### config.mk
export PLATFORM = sky130hd
export DESIGN_NAME = ysyx_22041071_mem_arbiter
export DESIGN_NICKNAME = d
export VERILOG_FILES = /design/src/rtl/ysyx_22041071_pkg.sv /design/src/rtl/ysyx_22041071_arb_grant.sv /design/src/rtl/ysyx_22041071_mem_arbiter.sv
export SDC_FILE = /design/constraint.sdc
export NUM_CORES = 1
export LEC_CHECK = 0
export BUFFER_PORTS_ARGS = -buffer_cell sky130_fd_sc_hd__buf_2
export CORE_AREA = 2 2 216 218
export DETAILED_ROUTE_END_ITERATION = 12
export DIE_AREA = 0 0 218 220
export GPL_ROUTABILITY_DRIVEN = 0
export PLACE_DENSITY = 0.39
export SETUP_SLACK_MARGIN = 0.15
export SYNTH_ARGS = -nofsm -noshare
export SYNTH_HDL_FRONTEND = slang
export SYNTH_SLANG_ARGS = --single-unit
### constraint.sdc
create_clock -name clock -period 3.2 [get_ports clock]
set_input_delay 0.8 -clock clock [delete_from_list [all_inputs] [get_ports clock]]
set_output_delay 0.8 -clock clock [all_outputs]
set_load 0.01 [all_outputs]
### src/rtl/ysyx_22041071_pkg.sv
// Shared types for the CPU-side memory arbiter: FSM encoding, owner tag, response and size codes.
package ysyx_22041071_pkg;

    typedef enum logic [1:0] {
        ST_IDLE    = 2'd0,
        ST_RD_ADDR = 2'd1,
        ST_RD_DATA = 2'd2,
        ST_WR      = 2'd3
    } arb_state_t;

    typedef enum logic {
        OWN_IF = 1'b0,
        OWN_LS = 1'b1
    } owner_t;

    localparam logic [1:0] RESP_OKAY   = 2'b00;
    localparam logic [1:0] RESP_SLVERR = 2'b10;

    localparam logic [1:0] SIZE_1B = 2'b00;
    localparam logic [1:0] SIZE_2B = 2'b01;
    localparam logic [1:0] SIZE_4B = 2'b10;
    localparam logic [1:0] SIZE_8B = 2'b11;

    localparam int GNT_IF = 0;
    localparam int GNT_LS = 1;

    function automatic logic resp_is_err(input logic [1:0] resp);
        return resp != RESP_OKAY;
    endfunction

endpackage

### src/rtl/ysyx_22041071_arb_grant.sv
// LSU-priority grant select with an IF anti-starvation counter; combinational one-hot grant,
// counter advances only on the grant strobe so a stalled bus never ages the count.
module ysyx_22041071_arb_grant
    import ysyx_22041071_pkg::*;
#(
    parameter int STARVE_MAX = 4
) (
    input  logic       clock,
    input  logic       reset,
    input  logic       if_valid,
    input  logic       ls_valid,
    input  logic       grant,
    output logic [1:0] gnt
);

    localparam int CNT_W = (STARVE_MAX < 1) ? 1 : $clog2(STARVE_MAX + 1);
    localparam logic [CNT_W-1:0] CNT_MAX = CNT_W'(STARVE_MAX);

    logic [CNT_W-1:0] starve_cnt;
    logic             if_win;
    logic             ls_win;

    always_comb begin
        if_win      = if_valid && (!ls_valid || (starve_cnt == CNT_MAX));
        ls_win      = ls_valid && !if_win;
        gnt         = '0;
        gnt[GNT_IF] = if_win;
        gnt[GNT_LS] = ls_win;
    end

    // Only LSU wins taken over a waiting IF count; anything else restarts the window.
    always_ff @(posedge clock) begin
        if (reset) begin
            starve_cnt <= '0;
        end else if (grant) begin
            if (ls_win && if_valid) begin
                if (starve_cnt != CNT_MAX) begin
                    starve_cnt <= starve_cnt + 1'b1;
                end
            end else begin
                starve_cnt <= '0;
            end
        end
    end

endmodule

### src/rtl/ysyx_22041071_mem_arbiter.sv
// Shares the cpu_* port between IF and LSU one whole transaction at a time; ready in the request
// cycle, downstream valid one cycle later, responses pass through combinationally; requesters stall until granted.
module ysyx_22041071_mem_arbiter
    import ysyx_22041071_pkg::*;
#(
    parameter int ADDR_W     = 64,
    parameter int DATA_W     = 64,
    parameter int LEN_W      = 8,
    parameter int STARVE_MAX = 4
) (
    input  logic              clock,
    input  logic              reset,

    input  logic              if_req_valid,
    input  logic [ADDR_W-1:0] if_req_addr,
    input  logic [LEN_W-1:0]  if_req_len,
    output logic              if_req_ready,
    output logic              if_rsp_valid,
    output logic [DATA_W-1:0] if_rsp_data,
    output logic              if_rsp_last,
    output logic              if_rsp_err,

    input  logic              ls_req_valid,
    input  logic              ls_req_we,
    input  logic [ADDR_W-1:0] ls_req_addr,
    input  logic [LEN_W-1:0]  ls_req_len,
    input  logic [1:0]        ls_req_size,
    input  logic [DATA_W-1:0] ls_req_wdata,
    output logic              ls_req_ready,
    output logic              ls_rsp_valid,
    output logic [DATA_W-1:0] ls_rsp_data,
    output logic              ls_rsp_last,
    output logic              ls_rsp_err,

    output logic              cpu_ar_valid,
    output logic              cpu_aw_valid,
    output logic [ADDR_W-1:0] cpu_addr,
    output logic [LEN_W-1:0]  cpu_len,
    output logic [1:0]        cpu_size,
    output logic [DATA_W-1:0] cpu_data,
    input  logic              cpu_ar_ready,
    input  logic              cpu_aw_ready,
    input  logic              cpu_r_valid,
    input  logic [DATA_W-1:0] cpu_r_data,
    input  logic [1:0]        cpu_resp
);

    arb_state_t        state;
    arb_state_t        state_nxt;
    owner_t            owner;
    logic [ADDR_W-1:0] addr_q;
    logic [LEN_W-1:0]  len_q;
    logic [LEN_W-1:0]  beat_cnt;
    logic [1:0]        size_q;
    logic [DATA_W-1:0] data_q;
    logic              ar_valid_q;
    logic              aw_valid_q;
    logic [1:0]        gnt;
    logic              grant;
    logic              beat_last;
    logic              rsp_err;
    logic              rd_beat;
    logic              wr_done;

    assign grant     = !reset && (state == ST_IDLE) && (if_req_valid || ls_req_valid);
    assign beat_last = (beat_cnt == len_q);
    assign rsp_err   = resp_is_err(cpu_resp);
    assign rd_beat   = !reset && (state == ST_RD_DATA) && cpu_r_valid;
    assign wr_done   = !reset && (state == ST_WR) && cpu_aw_ready;

    ysyx_22041071_arb_grant #(
        .STARVE_MAX (STARVE_MAX)
    ) u_grant (
        .clock    (clock),
        .reset    (reset),
        .if_valid (if_req_valid),
        .ls_valid (ls_req_valid),
        .grant    (grant),
        .gnt      (gnt)
    );

    always_ff @(posedge clock) begin
        if (reset) begin
            state <= ST_IDLE;
        end else begin
            state <= state_nxt;
        end
    end

    always_comb begin
        state_nxt = state;
        case (state)
            ST_IDLE: begin
                if (grant) begin
                    state_nxt = (gnt[GNT_LS] && ls_req_we) ? ST_WR : ST_RD_ADDR;
                end
            end
            ST_RD_ADDR: if (cpu_ar_ready)              state_nxt = ST_RD_DATA;
            ST_RD_DATA: if (cpu_r_valid && beat_last)  state_nxt = ST_IDLE;
            ST_WR:      if (cpu_aw_ready)              state_nxt = ST_IDLE;
            default:                                   state_nxt = ST_IDLE;
        endcase

        if_req_ready = grant && gnt[GNT_IF];
        ls_req_ready = grant && gnt[GNT_LS];

        if_rsp_valid = 1'b0;
        if_rsp_data  = '0;
        if_rsp_last  = 1'b0;
        if_rsp_err   = 1'b0;
        ls_rsp_valid = 1'b0;
        ls_rsp_data  = '0;
        ls_rsp_last  = 1'b0;
        ls_rsp_err   = 1'b0;

        // Read beats go to whoever owns the burst; the other port stays quiet.
        if (rd_beat && (owner == OWN_IF)) begin
            if_rsp_valid = 1'b1;
            if_rsp_data  = cpu_r_data;
            if_rsp_last  = beat_last;
            if_rsp_err   = rsp_err;
        end
        if (rd_beat && (owner == OWN_LS)) begin
            ls_rsp_valid = 1'b1;
            ls_rsp_data  = cpu_r_data;
            ls_rsp_last  = beat_last;
            ls_rsp_err   = rsp_err;
        end
        if (wr_done) begin
            ls_rsp_valid = 1'b1;
            ls_rsp_last  = 1'b1;
            ls_rsp_err   = rsp_err;
        end
    end

    always_ff @(posedge clock) begin
        if (reset) begin
            owner      <= OWN_IF;
            addr_q     <= '0;
            len_q      <= '0;
            size_q     <= '0;
            data_q     <= '0;
            beat_cnt   <= '0;
            ar_valid_q <= 1'b0;
            aw_valid_q <= 1'b0;
        end else begin
            ar_valid_q <= (state_nxt == ST_RD_ADDR);
            aw_valid_q <= (state_nxt == ST_WR);
            if (grant) begin
                if (gnt[GNT_LS]) begin
                    owner  <= OWN_LS;
                    addr_q <= ls_req_addr;
                    len_q  <= ls_req_we ? '0 : ls_req_len;
                    size_q <= ls_req_size;
                    data_q <= ls_req_we ? ls_req_wdata : '0;
                end else begin
                    owner  <= OWN_IF;
                    addr_q <= if_req_addr;
                    len_q  <= if_req_len;
                    size_q <= SIZE_8B;
                    data_q <= '0;
                end
            end
            if ((state == ST_RD_ADDR) && cpu_ar_ready) begin
                beat_cnt <= '0;
            end else if (rd_beat) begin
                beat_cnt <= beat_cnt + 1'b1;
            end
        end
    end

    assign cpu_ar_valid = ar_valid_q;
    assign cpu_aw_valid = aw_valid_q;
    assign cpu_addr     = addr_q;
    assign cpu_len      = len_q;
    assign cpu_size     = size_q;
    assign cpu_data     = data_q;

endmodule
==> flow_summary.html, run 1 <==
<table>
<tr><th>Metric</th><th>Value</th></tr>
<tr><th colspan="2">Run status</th></tr>
<tr><td>Run status</td><td>complete, no violations</td></tr>
<tr><th colspan="2">Yosys</th></tr>
<tr><td>Top cells by count, synth</td><td>dfxtp_1 (154), nand2_1 (142), and3_1 (69)</td></tr>
<tr><td>Dominant cell type by area after synthesis</td><td>dfxtp_1</td></tr>
<tr><td>Share of the synthesized area in the top cell type</td><td>43.3%</td></tr>
<tr><td>Netlist Area Pre-Place</td><td>around 0.0071 mm2</td></tr>
<tr><td>Mean instance size in the synthesized netlist</td><td>9.02 um2</td></tr>
<tr><td>Top area cells in the synthesized netlist</td><td>dfxtp_1 (43%), a22oi_2 (11%), nand2_1 (7.5%), a22oi_1 (7.2%), and3_1 (6.1%)</td></tr>
<tr><td>Post-synthesis register bit count</td><td>154</td></tr>
<tr><td>Async SR Flop Fraction</td><td>0%</td></tr>
<tr><td>Dominant cell by count in the synthesized netlist</td><td>dfxtp_1</td></tr>
<tr><td>Number of synthesis warnings</td><td>0</td></tr>
<tr><td>Net count after synthesis</td><td>~1,100</td></tr>
<tr><td>Synth cell types</td><td>40</td></tr>
<tr><td>Cells after Synth</td><td>about 790</td></tr>
<tr><td>Post-synth EDFFs</td><td>0</td></tr>
<tr><td>Most instantiated flip-flop cell in the synthesis netlist</td><td>dfxtp_1</td></tr>
<tr><td>Portion of the post-synthesis area used by sequential elements</td><td>43.3%</td></tr>
<tr><th colspan="2">Power and ir drop</th></tr>
<tr><td>Worst-case vdd ir drop</td><td>0.000337 V</td></tr>
<tr><td>Areal power density over the cells</td><td>480 mW/mm2</td></tr>
<tr><td>Static leakage</td><td>5.98 nW</td></tr>
<tr><td>Total power after layout</td><td>5.40 mW</td></tr>
<tr><th colspan="2">Placement</th></tr>
<tr><td># placed instances</td><td>approximately 1,900</td></tr>
<tr><td>Count of buffers from port buffering</td><td>559</td></tr>
<tr><td>Post-placement setup slack</td><td>0.342 ns</td></tr>
<tr><td>HPWL Detailed</td><td>24,600 um</td></tr>
<tr><th colspan="2">STA</th></tr>
<tr><td>Tightest slew margin relative to the limit</td><td>42.4%</td></tr>
<tr><td>Part of the cycle the worst path needs</td><td>89.7%</td></tr>
<tr><td>Number of hold violations in the final report</td><td>0</td></tr>
<tr><td>Min Clock Period, post-route</td><td>about 2.9 ns</td></tr>
<tr><td>Number of setup violations in the final report</td><td>0</td></tr>
<tr><td>Worst Hold Slack</td><td>0.431 ns</td></tr>
<tr><td>Fin worst setup slack</td><td>approximately 0.33 ns</td></tr>
<tr><td>Final-layout setup total negative slack</td><td>0 ns</td></tr>
<tr><td>Achievable Freq</td><td>348 MHz</td></tr>
<tr><td>Setup repair after global routing missed its margin</td><td>false</td></tr>
<tr><td>Measured slew at the worst slew-check pin</td><td>0.864 ns</td></tr>
<tr><td>Count of final max-slew check failures</td><td>0</td></tr>
<tr><td>Worst setup skew after layout</td><td>0.0114 ns</td></tr>
<tr><th colspan="2">Detailed routing</th></tr>
<tr><td>Number of nets still failing antenna checks after routing</td><td>0</td></tr>
<tr><td>Iteration-0 DRC count of the detailed router</td><td>431</td></tr>
<tr><td>Wirelength per Cell</td><td>16.2 um</td></tr>
<tr><td>Via-to-Cell Ratio</td><td>slightly below 4</td></tr>
<tr><td>Vias</td><td>7,682</td></tr>
<tr><td>Remaining routing DRC violations</td><td>0</td></tr>
<tr><td>Drt first pass iters</td><td>5</td></tr>
<tr><td>Final wirelength</td><td>31,400 um</td></tr>
<tr><th colspan="2">Clock tree</th></tr>
<tr><td>Clock-pin slew of the registers on the worst-case setup and hold paths</td><td>0.07 ns</td></tr>
<tr><td>TritonCTS clock tree</td><td>yes</td></tr>
<tr><td>CTS HTree Levels</td><td>4</td></tr>
<tr><td>Number of hold buffers added after CTS</td><td>0</td></tr>
<tr><td>Clock latency at the later pin of the worst-skew pair</td><td>0.45 ns</td></tr>
<tr><td>Clock tree buffer depth</td><td>2</td></tr>
<tr><td>CTS buffer count</td><td>17</td></tr>
<tr><td>Clock sink count</td><td>about 150</td></tr>
<tr><td>Clock tree root buffer cell</td><td>clkbuf_16</td></tr>
<tr><th colspan="2">Setup path</th></tr>
<tr><td>Kind of launch point of the worst setup path</td><td>register</td></tr>
<tr><td>Master of the slowest instance on the critical path</td><td>dfxtp_1</td></tr>
<tr><td>Arrival time of the worst setup path</td><td>2.07 ns</td></tr>
<tr><td>Crit path kind</td><td>register to primary output</td></tr>
<tr><td>Delay of the slowest critical-path stage</td><td>0.52 ns</td></tr>
<tr><td>Critical Path Fanout Max</td><td>66</td></tr>
<tr><td>Ordered cell list for the critical path</td><td>nand3b_1 &gt; nor3_2 &gt; buf_12 &gt; and3_1 &gt; buf_2</td></tr>
<tr><td>Req. time, crit path</td><td>2.40 ns</td></tr>
<tr><td>Capturing element type of the critical path</td><td>primary output</td></tr>
<tr><th colspan="2">Global routing</th></tr>
<tr><td>Global-route usage over all layers</td><td>12.1%</td></tr>
<tr><td>Vias in the first global route</td><td>7,102</td></tr>
<tr><td>Number of antenna violations at the first check in global routing</td><td>5</td></tr>
<tr><td>Maximum number of pins on one net before global-route repair</td><td>72</td></tr>
<tr><td>First-pass GRT wire length</td><td>around 44,000 um</td></tr>
<tr><td>Overflow left after global routing</td><td>0</td></tr>
<tr><th colspan="2">Floorplan</th></tr>
<tr><td>I/O pin total</td><td>560</td></tr>
<tr><td>DIE AREA</td><td>0.0480 mm2</td></tr>
<tr><td>Die Wd</td><td>218 um</td></tr>
<tr><td>Area of the core region</td><td>0.0459 mm2</td></tr>
<tr><td>Initial Utilization</td><td>15.5%</td></tr>
<tr><td>Row Count</td><td>79</td></tr>
<tr><td>Die Height</td><td>220 um</td></tr>
<tr><th colspan="2">Flow run</th></tr>
<tr><td>Number of maximum-capacitance constraint violations</td><td>0</td></tr>
<tr><th colspan="2">Cells and area</th></tr>
<tr><td>Total Nets Final</td><td>1,607</td></tr>
<tr><td>Share of post-route cells with drive strength above 1</td><td>about 56%</td></tr>
<tr><td>Sequential cell area in the final layout</td><td>0.00308 mm2</td></tr>
<tr><td>Filler cell count in the final layout</td><td>around 5,000</td></tr>
<tr><td>Area growth from synthesis to final layout</td><td>58.0%</td></tr>
<tr><td>Post-layout instance count excluding filler cells</td><td>1,941</td></tr>
<tr><td>Area occupied by multi-input gates</td><td>between 0.003 and 0.004 mm2</td></tr>
<tr><th colspan="2">Worst hold path</th></tr>
<tr><td>Min-Delay Path Class</td><td>register to register</td></tr>
</table>
## critical path, delay by kind of cell (launching register included)
family,cells,cell delay [ns]
flops,1,0.52
simple gates,3,0.67
buf+inv,2,0.39
## logic make-up (layout without fill, tap and decap cells)
kind of cell	after synthesis	count (layout)	share of synthesized area, %
AO/OA/AOI/OAI	158	158	20.7
multiplexers	1	1	0.141
adder cells (fa/ha/maj)	3	3	0.528
AND/OR/NAND/NOR	378	378	27.9
other	0	1	0
buffers and inverters	80	624	5.50
flip-flops	154	154	43.3
XOR/XNOR	15	15	1.85
## sequential cells by signal, summed over array words and instances (netlist names)
signal and cells:
beat_cnt 8, cpu_addr 64, cpu_ar_valid 1, cpu_aw_valid 1, cpu_data 64, cpu_len 8, cpu_size 2, owner 1
state 2, u_grant.starve_cnt 3
## routing by layer
metal	global-route usage, %	part of all wire [%]	up-vias
met1	15.5	44	3542
li1	-	-	3792
met4	2.81	0.88	4
met3	5.44	9.8	20
met2	18.6	46	324
met5	0	0.083	-
## stage by stage
stage               cell area [um2]  utilization [%]
global placement              10600             23.1
CTS                           11200             24.5
floorplan                      7120                -
finish                        11200             24.5
detailed placement            10600             23.1
global route                  11200             24.5
## area by class of cell
type | instances | area share (%)
Antenna cell | 1 | 0.0223
Clock buffer | 18 | 3.82
Clock inverter | 14 | 1.51
Inverter | 13 | 0.434
Multi-Input combinational cell | 555 | 33.0
Sequential cell | 154 | 27.4
Tap cell | 607 | 6.75
Timing Repair Buffer | 579 | 27.0
## path summary, 6_finish.rpt
check | to | startpoint | depth (start not counted) | slack [ns]
min | cpu_addr[16] | cpu_addr[16] | 2 | 0.43
max reg2reg | cpu_addr[11] | state[0] | 5 | 1.09
max | if_rsp_last | state[1] | 5 | 0.33
min reg2reg | cpu_addr[16] | cpu_addr[16] | 2 | 0.43
## where the power goes
group / switching, mW / internal, mW
sequential: 0.0994 / 2.07
clock: 0.877 / 1.23
combinational: 0.674 / 0.448
## cells in the final DEF, fill, tap and decap left out, types with 15 or more instances in the layout
cell	count
clkbuf_16	17
dfxtp_1	154
a22oi_2	60
and2_1	64
and3_1	69
a22oi_1	68
nor2_1	17
nand2_1	141
xor2_1	15
buf_2	558
nor2_2	60
## what timing repair did
item / CTS / global route
resized for setup: 2 / 1
pin swaps: 0 / 1
setup buffers: 0 / 1
hold endpoints to repair: 0 / 0
endpoints found under the setup margin: 1 / 1
(Power assumes the default switching activity.)
==> inputs of run 2 (changes only) <==
Settings changed: CORE_AREA 2 2 216 218 to 2 2 215 217, DIE_AREA 0 0 218 220 to 0 0 217 219.
==> run 2 against run 1 <==
Wire length shrank 0.44%. Register-to-register slack lost 0.07 ns. First-iteration DRC count shrank 5.6%. Utilization grew 0.38 points. Combinational power is essentially flat. Sequential power is essentially flat. Largest cell class unchanged. Largest power group unchanged.
==> flow_summary.html, run 2 (synthesized netlist as in run 1, its figures left out) <==
<table>
<tr><th>Metric</th><th>Value</th></tr>
<tr><th colspan="2">Global routing</th></tr>
<tr><td>Routing usage on met2</td><td>18.9% (+0.33 points)</td></tr>
<tr><td>Global-route usage over all layers</td><td>12.3% (+0.14 points)</td></tr>
<tr><td>Busiest grt layer</td><td>met2</td></tr>
<tr><td>Number of antenna violations at the first check in global routing</td><td>2 (-3)</td></tr>
<tr><td>Vias in the first global route</td><td>7,051 (-0.72%)</td></tr>
<tr><td>Maximum number of pins on one net before global-route repair</td><td>72 (unchanged)</td></tr>
<tr><td>First-pass GRT wire length</td><td>44,200 um (+0.99%)</td></tr>
<tr><td>Global routing usage on met1</td><td>16.0% (+0.51 points)</td></tr>
<tr><td>Met3 demand-to-capacity share in global routing</td><td>4.37% (-1.1 points)</td></tr>
<tr><td>Overflow left after global routing</td><td>0 (unchanged)</td></tr>
<tr><th colspan="2">Clock tree</th></tr>
<tr><td>CTS HTree Levels</td><td>4 (unchanged)</td></tr>
<tr><td>CTS buffer count</td><td>17 (unchanged)</td></tr>
<tr><td>Clock latency at the later pin of the worst-skew pair</td><td>0.45 ns (about the same)</td></tr>
<tr><td>TritonCTS clock tree</td><td>yes</td></tr>
<tr><td>Clock sink count</td><td>154 (unchanged)</td></tr>
<tr><td>Clock-pin slew of the registers on the worst-case setup and hold paths</td><td>0.06 ns (about the same)</td></tr>
<tr><td>Buffers inserted during post-CTS setup optimization</td><td>0 (unchanged)</td></tr>
<tr><td>Clock tree root buffer cell</td><td>clkbuf_16</td></tr>
<tr><td>Clock tree buffer depth</td><td>2 (unchanged)</td></tr>
<tr><th colspan="2">Floorplan</th></tr>
<tr><td>DIE AREA</td><td>0.0475 mm2 (-0.91%)</td></tr>
<tr><td>Row Count</td><td>78 (-1.3%)</td></tr>
<tr><td>Die Height</td><td>219 um (-0.45%)</td></tr>
<tr><td>I/O pin total</td><td>560 (unchanged)</td></tr>
<tr><td>Initial Utilization</td><td>15.8% (+0.27 points)</td></tr>
<tr><td>Area of the core region</td><td>0.0451 mm2 (-1.7%)</td></tr>
<tr><td>Die Wd</td><td>217 um (-0.46%)</td></tr>
<tr><th colspan="2">STA</th></tr>
<tr><td>Achievable Freq</td><td>341 MHz (-2.2%)</td></tr>
<tr><td>Min Clock Period, post-route</td><td>2.94 ns (+0.0646 ns)</td></tr>
<tr><td>Worst Hold Slack</td><td>0.431 ns (-0.0000790 ns)</td></tr>
<tr><td>Number of hold violations in the final report</td><td>0 (unchanged)</td></tr>
<tr><td>Number of setup violations in the final report</td><td>0 (unchanged)</td></tr>
<tr><td>Part of the cycle the worst path needs</td><td>91.7% (+2.0 points)</td></tr>
<tr><td>Worst setup skew after layout</td><td>0.0214 ns (+0.0101 ns)</td></tr>
<tr><td>Setup repair after global routing missed its margin</td><td>false</td></tr>
<tr><td>Fin worst setup slack</td><td>0.264 ns (-0.0646 ns)</td></tr>
<tr><td>Final-layout setup total negative slack</td><td>0 ns (unchanged)</td></tr>
<tr><td>Count of final max-slew check failures</td><td>0 (unchanged)</td></tr>
<tr><td>Measured slew at the worst slew-check pin</td><td>0.887 ns (+0.0233 ns)</td></tr>
<tr><td>Tightest slew margin relative to the limit</td><td>40.9% (-1.6 points)</td></tr>
<tr><th colspan="2">Placement</th></tr>
<tr><td>HPWL Detailed</td><td>24,500 um (-0.42%)</td></tr>
<tr><td>Post-placement setup slack</td><td>0.283 ns (-0.0592 ns)</td></tr>
<tr><td>Count of buffers from port buffering</td><td>559 (unchanged)</td></tr>
<tr><th colspan="2">Setup path</th></tr>
<tr><td>Kind of launch point of the worst setup path</td><td>input pin</td></tr>
<tr><td>Crit path kind</td><td>input pin to primary output</td></tr>
<tr><td>First element of the critical path</td><td>reset</td></tr>
<tr><td>Arrival time of the worst setup path</td><td>2.14 ns (+0.07 ns)</td></tr>
<tr><td>Reg2reg start</td><td>state[1]</td></tr>
<tr><td>Delay of the slowest critical-path stage</td><td>0.47 ns (-0.05 ns)</td></tr>
<tr><td>Req. time, crit path</td><td>2.40 ns (about the same)</td></tr>
<tr><td>Ordered cell list for the critical path</td><td>buf_4 &gt; or3_1 &gt; a211oi_4 &gt; buf_2</td></tr>
<tr><td>Master of the slowest instance on the critical path</td><td>a211oi_4</td></tr>
<tr><td>Kind of cell adding the most delay to the critical path</td><td>compound AO/OA/AOI/OAI gates</td></tr>
<tr><td>Critical Path Fanout Max</td><td>12 (-82%)</td></tr>
<tr><td>Bufs and invs on worst path</td><td>2 (unchanged)</td></tr>
<tr><td>Capturing element type of the critical path</td><td>primary output</td></tr>
<tr><th colspan="2">Power and ir drop</th></tr>
<tr><td>Static leakage</td><td>5.97 nW (-0.23%)</td></tr>
<tr><td>Areal power density over the cells</td><td>484 mW/mm2 (+0.76%)</td></tr>
<tr><td>Worst-case vdd ir drop</td><td>0.000281 V (-16%)</td></tr>
<tr><th colspan="2">Cells and area</th></tr>
<tr><td>Filler cell count in the final layout</td><td>4,955 (-3.2%)</td></tr>
<tr><td>Ant diodes</td><td>0 (-1)</td></tr>
<tr><td>Area growth from synthesis to final layout</td><td>57.7%</td></tr>
<tr><td>Share of post-route cells with drive strength above 1</td><td>55.4% (-0.13 points)</td></tr>
<tr><td>Total Nets Final</td><td>1,603 (-0.25%)</td></tr>
<tr><td>Most common library cell in the layout ignoring fill and taps</td><td>buf_2</td></tr>
<tr><td>Commonest cells after routing, fill and taps aside</td><td>buf_2 (558), dfxtp_1 (154), nand2_1 (141), and3_1 (69), a22oi_1 (68)</td></tr>
<tr><th colspan="2">Worst hold path</th></tr>
<tr><td>Startpoint of the tightest hold check path</td><td>cpu_addr[12]</td></tr>
<tr><td>Min-Delay Path Class</td><td>register to register</td></tr>
<tr><th colspan="2">Detailed routing</th></tr>
<tr><td>Wirelength per Cell</td><td>16.2 um (+0.18%)</td></tr>
<tr><td>Via-to-Cell Ratio</td><td>4.03 (+1.7%)</td></tr>
<tr><td>Drt first pass iters</td><td>5 (unchanged)</td></tr>
<tr><td>Remaining routing DRC violations</td><td>0 (unchanged)</td></tr>
<tr><td>Iteration-0 DRC count of the detailed router</td><td>407 (-5.6%)</td></tr>
<tr><td>Number of nets still failing antenna checks after routing</td><td>0 (unchanged)</td></tr>
<tr><td>Final wirelength</td><td>31,300 um (-0.44%)</td></tr>
<tr><td>Vias</td><td>7,768 (+1.1%)</td></tr>
<tr><th colspan="2">Flow run</th></tr>
<tr><td>Number of maximum-capacitance constraint violations</td><td>0 (unchanged)</td></tr>
<tr><th colspan="2">Run status</th></tr>
<tr><td>Run status</td><td>complete, no violations</td></tr>
</table>
## run 2: cell count changes in the layout (fill, tap and decap cells not counted), sizes merged
cell    previous run  this run
clkbuf            18        20
diode              1         0
inv               16        17
clkinv             7         4
buf              579       575
## run 2: power breakdown
part | switching (mW) | internal, mW
combinational | 0.681 | 0.439
clock | 0.868 | 1.28
sequential | 0.0936 | 2.07
## run 2: routing by layer
| metal | up-vias | part of all wire [%] |
|---|---|---|
| met2 | 326 | 46 |
| met3 | 21 | 8.4 |
| met4 | 2 | 1.3 |
| li1 | 3795 | - |
| met1 | 3624 | 44 |
| met5 | - | 0.042 |
## run 2: worst min-delay path, cell delays in order, from the launching register on
cell,delay (ns)
dfxtp_1,0.30
nand2_1,0.05
nand2_1,0.04
## run 2: final timing paths
check                           cells past startpoint           end  slack [ns]
worst min-delay path                                2  cpu_addr[12]        0.43
worst min register to register                      2  cpu_addr[12]        0.43
worst max-delay path                                4  if_req_ready        0.26
worst max register to register                      5  cpu_addr[16]        1.02
## run 2: layout make-up
type | count | area [um2] | area share, %
Tap cell | 600 | 751 | 6.69
Sequential cell | 154 | 3080 | 27.5
Clock buffer | 20 | 457 | 4.07
Timing Repair Buffer | 575 | 3020 | 26.9
Inverter | 13 | 48.8 | 0.435
Multi-Input combinational cell | 555 | 3700 | 33.0
Clock inverter | 12 | 160 | 1.43
## run 2: repair_timing
action,in CTS,in global routing
hold buffers,0,0
resized for setup,1,1
setup endpoints to repair,1,1
## run 2: through the flow
step | cell area [um2] | power, mW | std cells | util (%)
2_1_floorplan | 7120 | 2.76 | 789 | -
3_3_place_gp | 10600 | 3.34 | 1897 | 23.5
3_5_place_dp | 10600 | 3.35 | 1897 | 23.5
4_1_cts | 11200 | 5.56 | 1929 | 24.9
5_1_grt | 11200 | 5.73 | 1929 | 24.9
6_report | 11200 | 5.43 | 1929 | 24.9
==> inputs of run 3 (changes only) <==
Settings changed: ABC_CLOCK_PERIOD_IN_PS set to 3200, CORE_AREA 2 2 215 217 to 4 4 217 219, DIE_AREA 0 0 217 219 to 0 0 221 223.
==> run 3 against run 2 <==
Cell count increased by 0.10%. Worst setup slack improved by 0.052 ns. Via count decreased by 1.8%. Cell area decreased by 0.17%. Highest routed layer unchanged. Non-clock buffer count increased by 2. Hold slack about the same. Clock skew decreased by 0.0089 ns. Register-to-register slack about the same. Power decreased by 1.1%.
==> flow_summary.html, run 3 (synthesized netlist as in run 1, its figures left out) <==
<table>
<tr><th>Metric</th><th>Value</th></tr>
<tr><th colspan="2">STA</th></tr>
<tr><td>Final-layout setup total negative slack</td><td>0 ns (unchanged)</td></tr>
<tr><td>Count of final max-slew check failures</td><td>0 (unchanged)</td></tr>
<tr><td>Worst setup skew after layout</td><td>0.0125 ns (-0.00895 ns)</td></tr>
<tr><td>Part of the cycle the worst path needs</td><td>90.1% (-1.6 points)</td></tr>
<tr><td>Setup repair after global routing missed its margin</td><td>false</td></tr>
<tr><td>Achievable Freq</td><td>347 MHz (+1.8%)</td></tr>
<tr><td>Measured slew at the worst slew-check pin</td><td>0.890 ns (+0.00284 ns)</td></tr>
<tr><td>Number of hold violations in the final report</td><td>0 (unchanged)</td></tr>
<tr><td>Tightest slew margin relative to the limit</td><td>40.3% (-0.59 points)</td></tr>
<tr><td>Min Clock Period, post-route</td><td>2.88 ns (-0.0523 ns)</td></tr>
<tr><td>Number of setup violations in the final report</td><td>0 (unchanged)</td></tr>
<tr><th colspan="2">Floorplan</th></tr>
<tr><td>Initial Utilization</td><td>15.8% (unchanged)</td></tr>
<tr><td>Row Count</td><td>78 (unchanged)</td></tr>
<tr><td>Die Height</td><td>223 um (+1.8%)</td></tr>
<tr><td>Area of the core region</td><td>0.0451 mm2 (unchanged)</td></tr>
<tr><td>Die Wd</td><td>221 um (+1.8%)</td></tr>
<tr><td>DIE AREA</td><td>0.0493 mm2 (+3.7%)</td></tr>
<tr><td>I/O pin total</td><td>560 (unchanged)</td></tr>
<tr><th colspan="2">Clock tree</th></tr>
<tr><td>Number of hold buffers added after CTS</td><td>0 (unchanged)</td></tr>
<tr><td>CTS HTree Levels</td><td>4 (unchanged)</td></tr>
<tr><td>Buffers inserted during post-CTS setup optimization</td><td>0 (unchanged)</td></tr>
<tr><td>Clock sink count</td><td>154 (unchanged)</td></tr>
<tr><td>Clock latency at the later pin of the worst-skew pair</td><td>0.45 ns (about the same)</td></tr>
<tr><td>CTS resizes</td><td>0 (-1)</td></tr>
<tr><td>Clock tree buffer depth</td><td>2 (unchanged)</td></tr>
<tr><td>TritonCTS clock tree</td><td>yes</td></tr>
<tr><td>CTS buffer count</td><td>17 (unchanged)</td></tr>
<tr><td>Clock-pin slew of the registers on the worst-case setup and hold paths</td><td>0.07 ns (about the same)</td></tr>
<tr><td>Clock tree root buffer cell</td><td>clkbuf_16</td></tr>
<tr><th colspan="2">Setup path</th></tr>
<tr><td>Req. time, crit path</td><td>2.40 ns (about the same)</td></tr>
<tr><td>Ordered cell list for the critical path</td><td>or3_1 &gt; a211oi_4 &gt; buf_2</td></tr>
<tr><td>Crit path depth</td><td>3 (-1)</td></tr>
<tr><td>Critical Path Fanout Max</td><td>10 (-2)</td></tr>
<tr><td>Crit path kind</td><td>register to primary output</td></tr>
<tr><td>Kind of cell adding the most delay to the critical path</td><td>simple AND/OR/NAND/NOR gates</td></tr>
<tr><td>Setup slack of the most critical reg-to-reg path</td><td>1.02 ns (about the same)</td></tr>
<tr><td>First element of the critical path</td><td>state[1]</td></tr>
<tr><td>Bufs and invs on worst path</td><td>1 (-1)</td></tr>
<tr><td>Arrival time of the worst setup path</td><td>2.08 ns (-0.06 ns)</td></tr>
<tr><td>Reg2reg start</td><td>state[1]</td></tr>
<tr><td>FF-to-FF End</td><td>cpu_addr[8]</td></tr>
<tr><td>Kind of launch point of the worst setup path</td><td>register</td></tr>
<tr><td>Worst setup endpoint</td><td>if_req_ready</td></tr>
<tr><td>Delay of the slowest critical-path stage</td><td>0.54 ns (+0.07 ns)</td></tr>
<tr><td>Capturing element type of the critical path</td><td>primary output</td></tr>
<tr><td>Number of cell instances on the worst register-to-register path</td><td>5 (unchanged)</td></tr>
<tr><td>Master of the slowest instance on the critical path</td><td>or3_1</td></tr>
<tr><th colspan="2">Global routing</th></tr>
<tr><td>Maximum number of pins on one net before global-route repair</td><td>72 (unchanged)</td></tr>
<tr><td>Overflow left after global routing</td><td>0 (unchanged)</td></tr>
<tr><td>Number of antenna violations at the first check in global routing</td><td>4 (+2)</td></tr>
<tr><td>Global-route usage over all layers</td><td>12.3% (about the same)</td></tr>
<tr><td>Vias in the first global route</td><td>7,513 (+6.6%)</td></tr>
<tr><td>First-pass GRT wire length</td><td>47,000 um (+6.4%)</td></tr>
<tr><th colspan="2">Detailed routing</th></tr>
<tr><td>Remaining routing DRC violations</td><td>0 (unchanged)</td></tr>
<tr><td>Wirelength per Cell</td><td>16.6 um (+2.2%)</td></tr>
<tr><td>Final wirelength</td><td>32,000 um (+2.3%)</td></tr>
<tr><td>Via-to-Cell Ratio</td><td>3.95 (-1.9%)</td></tr>
<tr><td>Number of nets still failing antenna checks after routing</td><td>0 (unchanged)</td></tr>
<tr><td>Vias</td><td>7,632 (-1.8%)</td></tr>
<tr><td>Iteration-0 DRC count of the detailed router</td><td>352 (-14%)</td></tr>
<tr><td>Drt first pass iters</td><td>5 (unchanged)</td></tr>
<tr><th colspan="2">Placement</th></tr>
<tr><td># placed instances</td><td>1,898 (+0.053%)</td></tr>
<tr><td>Count of buffers from port buffering</td><td>559 (unchanged)</td></tr>
<tr><td>HPWL Detailed</td><td>25,500 um (+4.1%)</td></tr>
<tr><th colspan="2">Cells and area</th></tr>
<tr><td>Most common library cell in the layout ignoring fill and taps</td><td>buf_2</td></tr>
<tr><td>Share of post-route cells with drive strength above 1</td><td>55.3% (about the same)</td></tr>
<tr><td>Post-layout instance count excluding filler cells</td><td>1,931 (+0.10%)</td></tr>
<tr><td>Filler cell count in the final layout</td><td>4,997 (+0.85%)</td></tr>
<tr><td>Total Nets Final</td><td>1,605 (+0.12%)</td></tr>
<tr><td>Commonest cells after routing, fill and taps aside</td><td>buf_2 (558), dfxtp_1 (154), nand2_1 (141), and3_1 (69), a22oi_1 (68)</td></tr>
<tr><td>Area growth from synthesis to final layout</td><td>57.5%</td></tr>
<tr><th colspan="2">Power and ir drop</th></tr>
<tr><td>Worst-case vdd ir drop</td><td>0.000263 V (-6.5%)</td></tr>
<tr><td>Total power after layout</td><td>5.37 mW (-1.1%)</td></tr>
<tr><td>Areal power density over the cells</td><td>479 mW/mm2 (-0.92%)</td></tr>
<tr><td>Static leakage</td><td>5.97 nW (about the same)</td></tr>
<tr><th colspan="2">Flow run</th></tr>
<tr><td>Number of maximum-capacitance constraint violations</td><td>0 (unchanged)</td></tr>
<tr><th colspan="2">Run status</th></tr>
<tr><td>Run status</td><td>complete, no violations</td></tr>
<tr><th colspan="2">Worst hold path</th></tr>
<tr><td>Min-Delay Path Class</td><td>register to register</td></tr>
</table>
## run 3: cell count changes in the layout (fill, tap and decap cells not counted)
| cell | delta |
|---|---|
| clkbuf_8 | +3 |
| nor4_1 | +2 |
| clkinv_4 | -1 |
| inv_6 | -2 |
| clkinvlp_4 | +1 |
| buf_4 | +3 |
| diode_2 | +1 |
| bufinv_16 | -1 |
| nor4_2 | -2 |
| clkbuf_1 | -1 |
| buf_12 | -1 |
## run 3: worst reg2reg max path, stage by stage, from the launching register on
cell      delay [ns]
dfxtp_1         0.42
or3_1           0.54
a211oi_4        0.45
buf_12          0.33
a22oi_1         0.28
nand2_1         0.10
## run 3: how the worst min path moves through the flow
stage / cells after the start / end / start
2_1_floorplan: 2 / u_grant.starve_cnt[1] / u_grant.starve_cnt[1]
3_3_place_gp: 2 / cpu_addr[47] / cpu_addr[47]
3_5_place_dp: 2 / cpu_addr[21] / cpu_addr[21]
4_1_cts: 2 / cpu_addr[12] / cpu_addr[12]
5_1_grt: 2 / cpu_addr[7] / cpu_addr[7]
6_report: 2 / cpu_addr[12] / cpu_addr[12]
## run 3: layout make-up
| type | instances | area (um2) | share of cell area [%] |
|---|---|---|---|
| inverter | 13 | 48.8 | 0.435 |
| tap | 600 | 751 | 6.70 |
| antenna | 1 | 2.50 | 0.0223 |
| multi-input combinational | 555 | 3690 | 33.0 |
| timing repair buffer | 577 | 3020 | 27.0 |
| sequential | 154 | 3080 | 27.5 |
| clock buffer | 22 | 494 | 4.41 |
| clock inverter | 9 | 111 | 0.994 |
## run 3: per-stage QoR
stage | setup slack (ns) | utilization (%) | instance area, um2 | hold WS, ns
after floorplan | 0.441 | - | 7120 | 0.449
after global placement | 0.301 | 23.5 | 10600 | 0.420
after detailed placement | 0.283 | 23.5 | 10600 | 0.425
after CTS | 0.187 | 24.8 | 11200 | 0.435
after global routing | 0.207 | 24.8 | 11200 | 0.456
final | 0.317 | 24.9 | 11200 | 0.431
## run 3: per-layer routing
layer	GRT usage, %	vias up	part of all wire, %	routed length, um
met5	0	-	0.084	27
met4	4.01	4	1.6	524
met3	4.66	31	8.1	2610
met2	18.9	312	45	14500
met1	15.9	3489	45	14400
li1	-	3796	-	-
## run 3: report_power, final
| part | internal [mW] | leakage [nW] | switching (mW) | total (mW) |
|---|---|---|---|---|
| Combinational | 0.438 | 4.41 | 0.678 | 1.12 |
| Sequential | 2.07 | 1.26 | 0.0951 | 2.17 |
| Clock | 1.25 | 0.295 | 0.838 | 2.09 |
